## src/rtl/asm_pkg.sv

```systemverilog
// Shared sizing helpers for the ASM operand-B pre-computation pipeline.
// Imported by the interface, the multiple generator and the top.
package asm_pkg;

    localparam int unsigned DEF_WIDTH     = 32;
    localparam int unsigned DEF_ALPHABETS = 4;

    // Bit n set means ALPHABETS == n is a supported configuration (2, 4, 8).
    localparam logic [8:0] LEGAL_ALPHABETS_MASK = 9'b1_0001_0100;

    function automatic int unsigned ext_bits(input int unsigned alphabets);
        return $clog2(2 * alphabets);
    endfunction

    function automatic int unsigned slot_width(input int unsigned width, input int unsigned ext);
        return width + ext;
    endfunction

    function automatic int unsigned slot_offset(input int unsigned slot, input int unsigned slot_w);
        return slot * slot_w;
    endfunction

    function automatic bit is_legal_alphabets(input int unsigned alphabets);
        logic [3:0] idx;
        idx = alphabets[3:0];
        return (alphabets <= 8) && LEGAL_ALPHABETS_MASK[idx];
    endfunction

endpackage

```

## src/rtl/asm_b_precomp_pipe_if.sv

```systemverilog
// B-operand offer channel and multiple-set delivery channel of the pre-computation pipe.
// master drives B and consumes sets; slave is the pipeline itself.
interface asm_b_precomp_pipe_if
    import asm_pkg::*;
#(
    parameter int unsigned WIDTH     = DEF_WIDTH,
    parameter int unsigned ALPHABETS = DEF_ALPHABETS,
    parameter int unsigned EXT       = ext_bits(ALPHABETS),
    parameter int unsigned NIBBLES   = WIDTH / 4
);
    localparam int unsigned SW    = slot_width(WIDTH, EXT);
    localparam int unsigned NIB_W = (NIBBLES > 1) ? $clog2(NIBBLES) : 1;

    logic                    b_valid;
    logic                    b_ready;
    logic [WIDTH-1:0]        B;
    logic                    approx_en;
    logic                    m_valid;
    logic                    m_ready;
    logic [ALPHABETS*SW-1:0] mult;
    logic [NIB_W-1:0]        nib_idx;
    logic                    last;

    modport master (
        output b_valid, B, approx_en, m_ready,
        input  b_ready, m_valid, mult, nib_idx, last
    );

    modport slave (
        input  b_valid, B, approx_en, m_ready,
        output b_ready, m_valid, mult, nib_idx, last
    );

endinterface

```

## src/rtl/asm_odd_multiple_gen.sv

```systemverilog
// Combinational K*B from pre-shifted copies of B, with optional low-bit truncation.
// Copy s of i_shifted is B<<s, zero-extended to the slot width.
module asm_odd_multiple_gen
    import asm_pkg::*;
#(
    parameter int unsigned WIDTH       = DEF_WIDTH,
    parameter int unsigned EXT         = ext_bits(DEF_ALPHABETS),
    parameter int unsigned K           = 1,
    parameter int unsigned APPROX_BITS = 0
) (
    input  logic [EXT*(WIDTH+EXT)-1:0] i_shifted,
    input  logic                       i_approx,
    output logic [WIDTH+EXT-1:0]       o_mult
);
    localparam int unsigned    SW       = slot_width(WIDTH, EXT);
    localparam logic [EXT-1:0] K_BITS   = EXT'(K);
    localparam logic [SW-1:0]  LOW_MASK = SW'((64'd1 << APPROX_BITS) - 64'd1);

    logic [SW-1:0] w_term [EXT];
    logic [SW-1:0] w_sum;

    for (genvar s = 0; s < EXT; s++) begin : g_term
        assign w_term[s] = K_BITS[s] ? i_shifted[s*SW +: SW] : '0;
    end

    always_comb begin
        w_sum = '0;
        for (int unsigned s = 0; s < EXT; s++) begin
            w_sum = w_sum + w_term[s];
        end
    end

    assign o_mult = i_approx ? (w_sum & ~LOW_MASK) : w_sum;

endmodule

```

## src/rtl/asm_b_precomp_pipe.sv

```systemverilog
// Two-stage operand-B pre-computation: S1 registers shifted copies of B, S2 holds the
// odd-multiple set and replays it once per A nibble before retiring it.
module asm_b_precomp_pipe
    import asm_pkg::*;
#(
    parameter int unsigned WIDTH       = DEF_WIDTH,
    parameter int unsigned ALPHABETS   = DEF_ALPHABETS,
    parameter int unsigned EXT         = ext_bits(ALPHABETS),
    parameter int unsigned NIBBLES     = WIDTH / 4,
    parameter int unsigned APPROX_BITS = 2
) (
    input  logic                 clk,
    input  logic                 rst,
    asm_b_precomp_pipe_if.slave  bus
);
    localparam int unsigned      SW       = slot_width(WIDTH, EXT);
    localparam int unsigned      NIB_W    = (NIBBLES > 1) ? $clog2(NIBBLES) : 1;
    localparam logic [NIB_W-1:0] LAST_IDX = NIB_W'(NIBBLES - 1);

    logic                    r_s1_valid;
    logic                    r_s1_approx;
    logic [EXT*SW-1:0]       r_s1_sh;
    logic                    r_m_valid;
    logic [ALPHABETS*SW-1:0] r_mult;
    logic [NIB_W-1:0]        r_nib;

    logic [EXT*SW-1:0]       w_sh;
    logic [ALPHABETS*SW-1:0] w_mults;
    logic                    w_last;
    logic                    w_s2_free;
    logic                    w_s1_adv;
    logic                    w_b_ready;
    logic                    w_b_fire;
    logic                    w_m_fire;

    always_comb begin
        w_sh = '0;
        for (int unsigned s = 0; s < EXT; s++) begin
            w_sh[s*SW +: SW] = SW'(bus.B) << s;
        end
    end

    for (genvar j = 0; j < ALPHABETS; j++) begin : g_odd
        asm_odd_multiple_gen #(
            .WIDTH       (WIDTH),
            .EXT         (EXT),
            .K           (2 * j + 1),
            .APPROX_BITS (APPROX_BITS)
        ) u_gen (
            .i_shifted (r_s1_sh),
            .i_approx  (r_s1_approx),
            .o_mult    (w_mults[slot_offset(j, SW) +: SW])
        );
    end

    // S2 frees up on the retiring beat, so a waiting S1 set loads without a bubble.
    assign w_last    = (r_nib == LAST_IDX);
    assign w_s2_free = !r_m_valid || (bus.m_ready && w_last);
    assign w_s1_adv  = r_s1_valid && w_s2_free;
    assign w_b_ready = !r_s1_valid || w_s2_free;
    assign w_b_fire  = bus.b_valid && w_b_ready;
    assign w_m_fire  = r_m_valid && bus.m_ready;

    always_ff @(posedge clk) begin
        if (rst) begin
            r_s1_valid  <= 1'b0;
            r_s1_approx <= 1'b0;
            r_s1_sh     <= '0;
            r_m_valid   <= 1'b0;
            r_mult      <= '0;
            r_nib       <= '0;
        end else begin
            if (w_b_fire) begin
                r_s1_valid  <= 1'b1;
                r_s1_approx <= bus.approx_en;
                r_s1_sh     <= w_sh;
            end else if (w_s1_adv) begin
                r_s1_valid  <= 1'b0;
            end

            if (w_s1_adv) begin
                r_m_valid <= 1'b1;
                r_mult    <= w_mults;
            end else if (w_m_fire && w_last) begin
                r_m_valid <= 1'b0;
            end

            if (w_m_fire) begin
                r_nib <= w_last ? '0 : r_nib + 1'b1;
            end
        end
    end

    assign bus.b_ready = w_b_ready;
    assign bus.m_valid = r_m_valid;
    assign bus.mult    = r_mult;
    assign bus.nib_idx = r_nib;
    assign bus.last    = w_last;

endmodule
```

## src/flat_wrapper.sv

```systemverilog
// flat-port wrapper written by rule: the top's interface ports become plain ports
module asm_b_precomp_pipe_flat import asm_pkg::*;
#(
    parameter int unsigned WIDTH       = DEF_WIDTH,
    parameter int unsigned ALPHABETS   = DEF_ALPHABETS,
    parameter int unsigned EXT         = ext_bits(ALPHABETS),
    parameter int unsigned NIBBLES     = WIDTH / 4,
    parameter int unsigned APPROX_BITS = 2
)
  (clk, rst, bus_b_valid, bus_B, bus_approx_en, bus_m_ready, bus_b_ready, bus_m_valid, bus_mult, bus_nib_idx, bus_last);
  asm_b_precomp_pipe_if #(.WIDTH(WIDTH), .ALPHABETS(ALPHABETS), .EXT(EXT), .NIBBLES(NIBBLES)) bus_i ();
  input  logic clk;
  input  logic rst;
  input wire logic [$bits(bus_i.b_valid)-1:0] bus_b_valid;
  input wire logic [$bits(bus_i.B)-1:0] bus_B;
  input wire logic [$bits(bus_i.approx_en)-1:0] bus_approx_en;
  input wire logic [$bits(bus_i.m_ready)-1:0] bus_m_ready;
  output wire logic [$bits(bus_i.b_ready)-1:0] bus_b_ready;
  output wire logic [$bits(bus_i.m_valid)-1:0] bus_m_valid;
  output wire logic [$bits(bus_i.mult)-1:0] bus_mult;
  output wire logic [$bits(bus_i.nib_idx)-1:0] bus_nib_idx;
  output wire logic [$bits(bus_i.last)-1:0] bus_last;
  assign bus_i.b_valid = bus_b_valid;
  assign bus_i.B = bus_B;
  assign bus_i.approx_en = bus_approx_en;
  assign bus_i.m_ready = bus_m_ready;
  assign bus_b_ready = bus_i.b_ready;
  assign bus_m_valid = bus_i.m_valid;
  assign bus_mult = bus_i.mult;
  assign bus_nib_idx = bus_i.nib_idx;
  assign bus_last = bus_i.last;
  asm_b_precomp_pipe #(.WIDTH(WIDTH), .ALPHABETS(ALPHABETS), .EXT(EXT), .NIBBLES(NIBBLES), .APPROX_BITS(APPROX_BITS)) u_core (.clk(clk), .rst(rst), .bus(bus_i));
endmodule
```

## config.mk

```make
export PLATFORM = sky130hd
export DESIGN_NAME = asm_b_precomp_pipe_flat
export DESIGN_NICKNAME = d
export VERILOG_FILES = /design/src/rtl/asm_pkg.sv /design/src/rtl/asm_b_precomp_pipe_if.sv /design/src/rtl/asm_odd_multiple_gen.sv /design/src/rtl/asm_b_precomp_pipe.sv /design/src/flat_wrapper.sv
export SDC_FILE = /design/constraint.sdc
export NUM_CORES = 1
export LEC_CHECK = 0
export BUFFER_PORTS_ARGS = -buffer_cell sky130_fd_sc_hd__buf_4
export CORE_ASPECT_RATIO = 1.2
export CORE_UTILIZATION = 30
export CTS_CLUSTER_DIAMETER = 40
export CTS_CLUSTER_SIZE = 40
export DETAILED_ROUTE_END_ITERATION = 8
export PLACE_DENSITY = 0.52
export SLEW_MARGIN = 20
export SYNTH_ARGS = -nofsm -noshare
export SYNTH_HDL_FRONTEND = slang
export SYNTH_HIERARCHICAL = 1
export SYNTH_SLANG_ARGS = --single-unit
export TNS_END_PERCENT = 100
```

## constraint.sdc

```tcl
create_clock -name clk -period 3.8 [get_ports clk]
set_input_delay 0.76 -clock clk [delete_from_list [all_inputs] [get_ports clk]]
set_output_delay 0.76 -clock clk [all_outputs]
set_load 0.02 [all_outputs]
```

==> results of run 1 <==
## flip-flops by register name, indices dropped and copies added (netlist names)
name,count
u_core/bus.mult,140
u_core/r_s1_sh,32
u_core/bus.nib_idx,3
u_core/bus.m_valid,1
u_core/r_s1_approx,1
u_core/r_s1_valid,1
## tightest hold or removal path, delay by kind of cell (launching register included)
family | cells | cell delay, ps
flip-flops | 1 | 310
AND/OR/NAND/NOR | 1 | 60
multiplexers | 1 | 60
## synth_stat cells, drive strengths merged (13+ instances only)
| cell type | instances |
|---|---|
| nor2 | 67 |
| a21o | 46 |
| dfxtp | 178 |
| nor2b | 17 |
| fa | 37 |
| o21ai | 51 |
| buf | 75 |
| a21oi | 113 |
| xnor2 | 53 |
| nand2b | 353 |
| o21bai | 13 |
| ha | 103 |
| clkbuf | 58 |
| nand3 | 32 |
| a31oi | 15 |
| nand2 | 81 |
| mux2i | 177 |
| and3 | 15 |
| nand4 | 26 |
| inv | 21 |
| nor3 | 16 |
| xor2 | 38 |
## area by class of cell
class	instances	area share (%)
clock inverters	15	0.964
repair buffers	227	10.0
multi-input cells	1408	61.3
inverters	21	0.450
flip-flops and latches	178	20.3
well taps	637	4.55
clock buffers	17	2.43
## power groups by stage
stage | Combinational, mW | Sequential (mW) | Clock, mW
floorplan | 1.27 | 2.22 | 0
global placement | 1.89 | 2.13 | 0
detailed placement | 1.89 | 2.13 | 0
CTS | 1.90 | 2.09 | 1.93
global route | 2.07 | 2.10 | 2.00
finish | 1.89 | 2.08 | 1.86
## logic make-up after synthesis
kind of cell / after synthesis / share of synthesized area [%]
AND/OR/NAND/NOR: 645 / 24.6
XOR/XNOR: 91 / 5.27
multiplexers: 178 / 11.8
other: 1 / 0.0248
flip-flops: 178 / 23.6
AO/OA/AOI/OAI: 329 / 15.2
adder cells (fa/ha/maj): 140 / 13.4
buffers and inverters: 155 / 6.20
## stage by stage
step / instances / util [%]
finish: 2503 / 35.5
global route: 2503 / 35.5
CTS: 2503 / 35.5
detailed placement: 2471 / 34.2
global placement: 2471 / 34.2
floorplan: 1741 / -
## layer usage
metal  track usage (%)  vias up  wire length, um
met2              31.7      259            22800
met1              22.4     6039            21100
met3              3.09       49             1650
met5                 0        -                0
li1                  -     6223                -
met4              6.67        0             1240
## cells in the final DEF, fill, tap and decap left out, drive strengths merged, types with 10 or more instances in the layout
master,instances
nand3,32
nor2,67
o211ai,10
a21oi,113
fa,37
nand4,26
and3,15
mux2i,177
a31oi,15
xor2,38
conb,25
a21o,46
o21bai,13
clkbuf,17
nor3,16
xnor2,53
nor2b,17
ha,103
buf,227
nand2b,353
nand2,81
o21ai,51
inv,27
dfxtp,178
## worst paths after layout
check             cells past startpoint                   end                start
setup / recovery                     10  u_core/bus.mult[136]   u_core/r_s1_sh[94]
setup reg to reg                     10  u_core/bus.mult[136]   u_core/r_s1_sh[94]
hold reg to reg                       2   u_core/bus.mult[80]  u_core/bus.mult[80]
hold / removal                        2   u_core/bus.mult[80]  u_core/bus.mult[80]
==> impl_metrics.tcl, run 1 <==
set metrics [dict create \
    post-cts-setup-buffers 0 \
    die_h_um 248 \
    ys_warn_count 6 \
    drt_first_pass_iters 6 \
    io_buffers 182 \
    tightest_slew_ps 809 \
    insertedDiodeCount 0 \
    grt_pass1_wl_mm 72.2 \
    drt-initial-drc-count 710 \
    clkTransAtPathRegs_ps 80 \
    die_x_um 207 \
    path_buf_inv 0 \
    endpoint_kind "flop" \
    ys_types 92 \
    required_ps 4220 \
    clock_power_share_pct 31.9 \
    path_max_fanout 9 \
    syn_area_per_cell_um2 8.81 \
    p_seq_share_pct 35.7 \
    yosys.area.top_type "dfxtp_1" \
    clockBufferDepth 2 \
    multi_input_area_um2 10700 \
    grt_max_degree 136 \
    grt_overflow 0 \
    core_region_area_um2 49400 \
    route.antenna.remaining_nets 0 \
    relSlewSlack_pct 45.9 \
    post-route-period-util_pct 91.1 \
    cts_sinks 178 \
    seqCellArea_um2 3560 \
    cts_resized 0 \
    synth_area_um2 15100 \
    path_cells "fa_1 -> ha_1 -> nand3_1 -> or4_4 -> or4_1 -> o22a_1 -> o21ai_2 -> xor2_1 -> nand2b_1 -> mux2i_1" \
    post_drt_wl_per_cell_um 18.7 \
    fin_setup_tns_ps 0 \
    crit_family "simple AND/OR/NAND/NOR gates" \
    crit_slowest_cell "dfxtp_1" \
    start_util_pct 30.6 \
    max_stage_delay_ps 690 \
    fin_ws_ps 339 \
    dieArea_um2 51300 \
    postCtsHoldBufs 0 \
    setup_viol 0 \
    grt_pass1_vias 12500 \
    combPwrFrac_pct 32.5 \
    synthFlopType "dfxtp_1" \
    syn_to_final_growth_pct 15.9 \
    dp_slack_ps 356 \
    vias 12600 \
    async_flop_share_pct 0 \
    start_kind "flop" \
    synth_top_area_share_pct 23.6 \
    finClkSkew_ps 16.4 \
    yosysSeqAreaShare_pct 23.6 \
    h-tree-depth 4 \
    fin_hold_ws_ps 473 \
    switching_share_pct 36.9 \
    cts_made_buffers 17 \
    antenna_found_initial 0 \
    p_switching_mw 2.15 \
    p_int_mw 3.68 \
    clk_latency_ps 480 \
    critPathKind "reg2reg" \
    hold_viol_final 0 \
    drc_errors 13 \
    status "complete, but fails checks" \
    drv_cap 0 \
    max-vdd-ir-drop_mv 0.281 \
    regToRegSetupSlack_ps 340 \
    synth_edf_count 0 \
    layout-drive-gt1-share_pct 17.0 \
    ys_ff_latch 178 \
    failed_checks "design-rule violations" \
    fin_crit_ps 3460 \
    num_rows 89 \
    synth.area.top_cells "dfxtp_1, nand2b_1, mux2i_1" \
    drv_slew 0 \
    dp.final_hpwl_mm 36.6 \
    wl_mm 46.8 \
    hold_class "reg2reg" \
    grt_usage_pct 18.2 \
    p_per_area_nw_per_um2 333 \
    syn_inst 1717 \
    cts_root_buffer "clkbuf_16" \
    fin_nets 2030 \
    fillers 5197 \
    post_dp_cell_area_um2 16900 \
    fin_area_um2 17500 \
    via_per_inst 5.02 \
    cts_tree "built" \
    arrival_ps 3880 \
    fmax_ghz 0.289 \
    place.gp.congestion 0.887 \
    rsz0062_at_grt "false" \
    num_io_pins 183 \
    p_leak_nw 7.64 \
    finalPower_mw 5.84 \
]
(Power assumes the default switching activity.)
==> run 2, diff against run 1 <==
Settings changed: CTS_BUF_LIST set to sky130_fd_sc_hd__clkbuf_2 sky130_fd_sc_hd__clkbuf_4 sky130_fd_sc_hd__clkbuf_8, PLACE_DENSITY 0.52 to unset, PLACE_DENSITY_LB_ADDON set to 0.08.
==> run 2 against run 1 <==
The flow still finishes with violations (design-rule violations); sequential power is essentially flat; largest cell class unchanged; setup slack lost 27 ps; core utilization shrank 0.33 points; hold slack lost 22 ps; largest power group unchanged.
==> impl_metrics.tcl, run 2 (synthesized netlist as in run 1, its figures left out) <==
set metrics [dict create \
    drv_slew 0 \
    final_cell_mix "nand2b_1, buf_4, dfxtp_1" \
    required_ps 4270 \
    critPathKind "reg2reg" \
    crit_path_end "u_core/bus.mult[85]" \
    arrival_ps 3960 \
    hold_class "in2reg" \
    grt_usage_pct 18.7 \
    num_rows 89 \
    antenna_found_initial 1 \
    clkTransAtPathRegs_ps 100 \
    wl_mm 48.1 \
    max-vdd-ir-drop_mv 0.211 \
    postCtsHoldBufs 0 \
    cts_sinks 178 \
    combPwrFrac_pct 35.7 \
    tightest_slew_ps 904 \
    cts_made_buffers 17 \
    rsz0062_at_grt "false" \
    setup_viol 0 \
    start_kind "flop" \
    p_switching_mw 2.10 \
    clockBufferDepth 2 \
    fin_setup_tns_ps 0 \
    largest_reg_flops 140 \
    post-route-period-util_pct 91.8 \
    post-cts-setup-buffers 0 \
    p_seq_share_pct 39.1 \
    top_usage_layer "met2" \
    route.antenna.remaining_nets 0 \
    post_drt_wl_per_cell_um 19.2 \
    p_leak_nw 7.59 \
    drt_first_pass_iters 7 \
    drt-initial-drc-count 553 \
    cp-startpoint "u_core/r_s1_sh[76]" \
    grt_overflow 0 \
    clk_latency_ps 540 \
    syn_to_final_growth_pct 14.8 \
    layout-drive-gt1-share_pct 17.3 \
    die_h_um 248 \
    clock_power_share_pct 25.1 \
    status "complete, but fails checks" \
    reg2reg_to "u_core/bus.mult[85]" \
    endpoint_kind "flop" \
    p_per_area_nw_per_um2 307 \
    fmax_ghz 0.287 \
    final_common_cell "nand2b_1" \
    relSlewSlack_pct 38.1 \
    p_int_mw 3.24 \
    dieArea_um2 51300 \
    via_per_inst 4.96 \
    cts_tree "built" \
    cts_resized 0 \
    regToRegSetupSlack_ps 310 \
    fin_hold_ws_ps 451 \
    fin_crit_ps 3490 \
    grt.met3_usage_pct 3.04 \
    hold_viol_final 0 \
    rr_startpoint "u_core/r_s1_sh[76]" \
    rr_worst_depth 11 \
    start_util_pct 30.6 \
    finClkSkew_ps 17.6 \
    grt_max_degree 108 \
    fin_nets 2037 \
    vias 12500 \
    grt_pass1_wl_mm 73.9 \
    drv_cap 0 \
    met1_usage_pct 23.4 \
    failed_checks "design-rule violations" \
    io_buffers 182 \
    drc_errors 11 \
    place.gp.congestion 0.843 \
    cts_root_buffer "clkbuf_8" \
    die_x_um 207 \
    use_met2_pct 32.5 \
    path_max_fanout 6 \
    num_io_pins 183 \
    core_region_area_um2 49400 \
    switching_share_pct 39.3 \
    h-tree-depth 4 \
    grt_pass1_vias 12500 \
    dp.final_hpwl_mm 38.1 \
]
==> run 2: changes by cell type in the layout (fill, tap and decap cells not counted), moves of 2 or more <==
cell,change
clkbuf_16,-17
clkbuf_8,+17
buf_4,+7
clkinv_2,+2
clkinvlp_4,-2
inv_6,+2
==> run 2: critical path: stages, from the launching register on <==
cell and delay [ps]:
dfxtp_1 530, buf_4 220, ha_1 280, a21oi_1 190
nand2_1 160, o21a_1 240, o21ai_0 450, a21oi_1 120
a2111oi_0 820, buf_4 230, nand2b_1 60, mux2i_1 120
==> run 2: per-layer routing <==
metal  vias to the layer above  share of wire, %
met5                         -                 0
met1                      5917                46
met3                        50               3.3
li1                       6238                 -
met4                         0               2.5
met2                       250                49
==> run 2: layout make-up <==
type                       instances  area (um2)
antenna                            1        2.50
timing repair buffer             234        1810
sequential                       178        3560
tap                              637         797
inverter                          21        78.8
fill                            5188       32100
clock inverter                    15         140
clock buffer                      17         234
multi-input combinational       1408       10700
==> run 2: worst min-delay path by stage <==
stage                         startpoint              endpoint  slack [ps]  depth (start not counted)
CTS                          bus_b_valid     u_core/r_s1_valid         390                          3
detailed placement  u_core/bus.mult[129]  u_core/bus.mult[129]         460                          2
global route                 bus_b_valid     u_core/r_s1_valid         430                          3
floorplan              u_core/r_s1_valid    u_core/bus.m_valid         490                          2
finish                       bus_b_valid     u_core/r_s1_valid         450                          3
global placement     u_core/bus.mult[34]   u_core/bus.mult[34]         460                          2
==> run 2: through the flow <==
step	std cells	total power [mW]	setup WS [ps]	cell area [um2]	util (%)
2_1_floorplan	1741	3.49	746	15200	-
5_1_grt	2511	5.69	31.5	17400	35.1
4_1_cts	2510	5.45	304	17400	35.1
3_5_place_dp	2478	4.05	345	17000	34.4
6_report	2511	5.33	312	17400	35.1
3_3_place_gp	2478	4.06	284	17000	34.4
==> run 2: power groups by stage <==
stage / clock network [mW] / registers, mW / logic (mW)
after floorplan: 0 / 2.22 / 1.27
after global placement: 0 / 2.14 / 1.93
after detailed placement: 0 / 2.14 / 1.92
after CTS: 1.43 / 2.10 / 1.93
after global routing: 1.49 / 2.11 / 2.09
final: 1.34 / 2.09 / 1.91
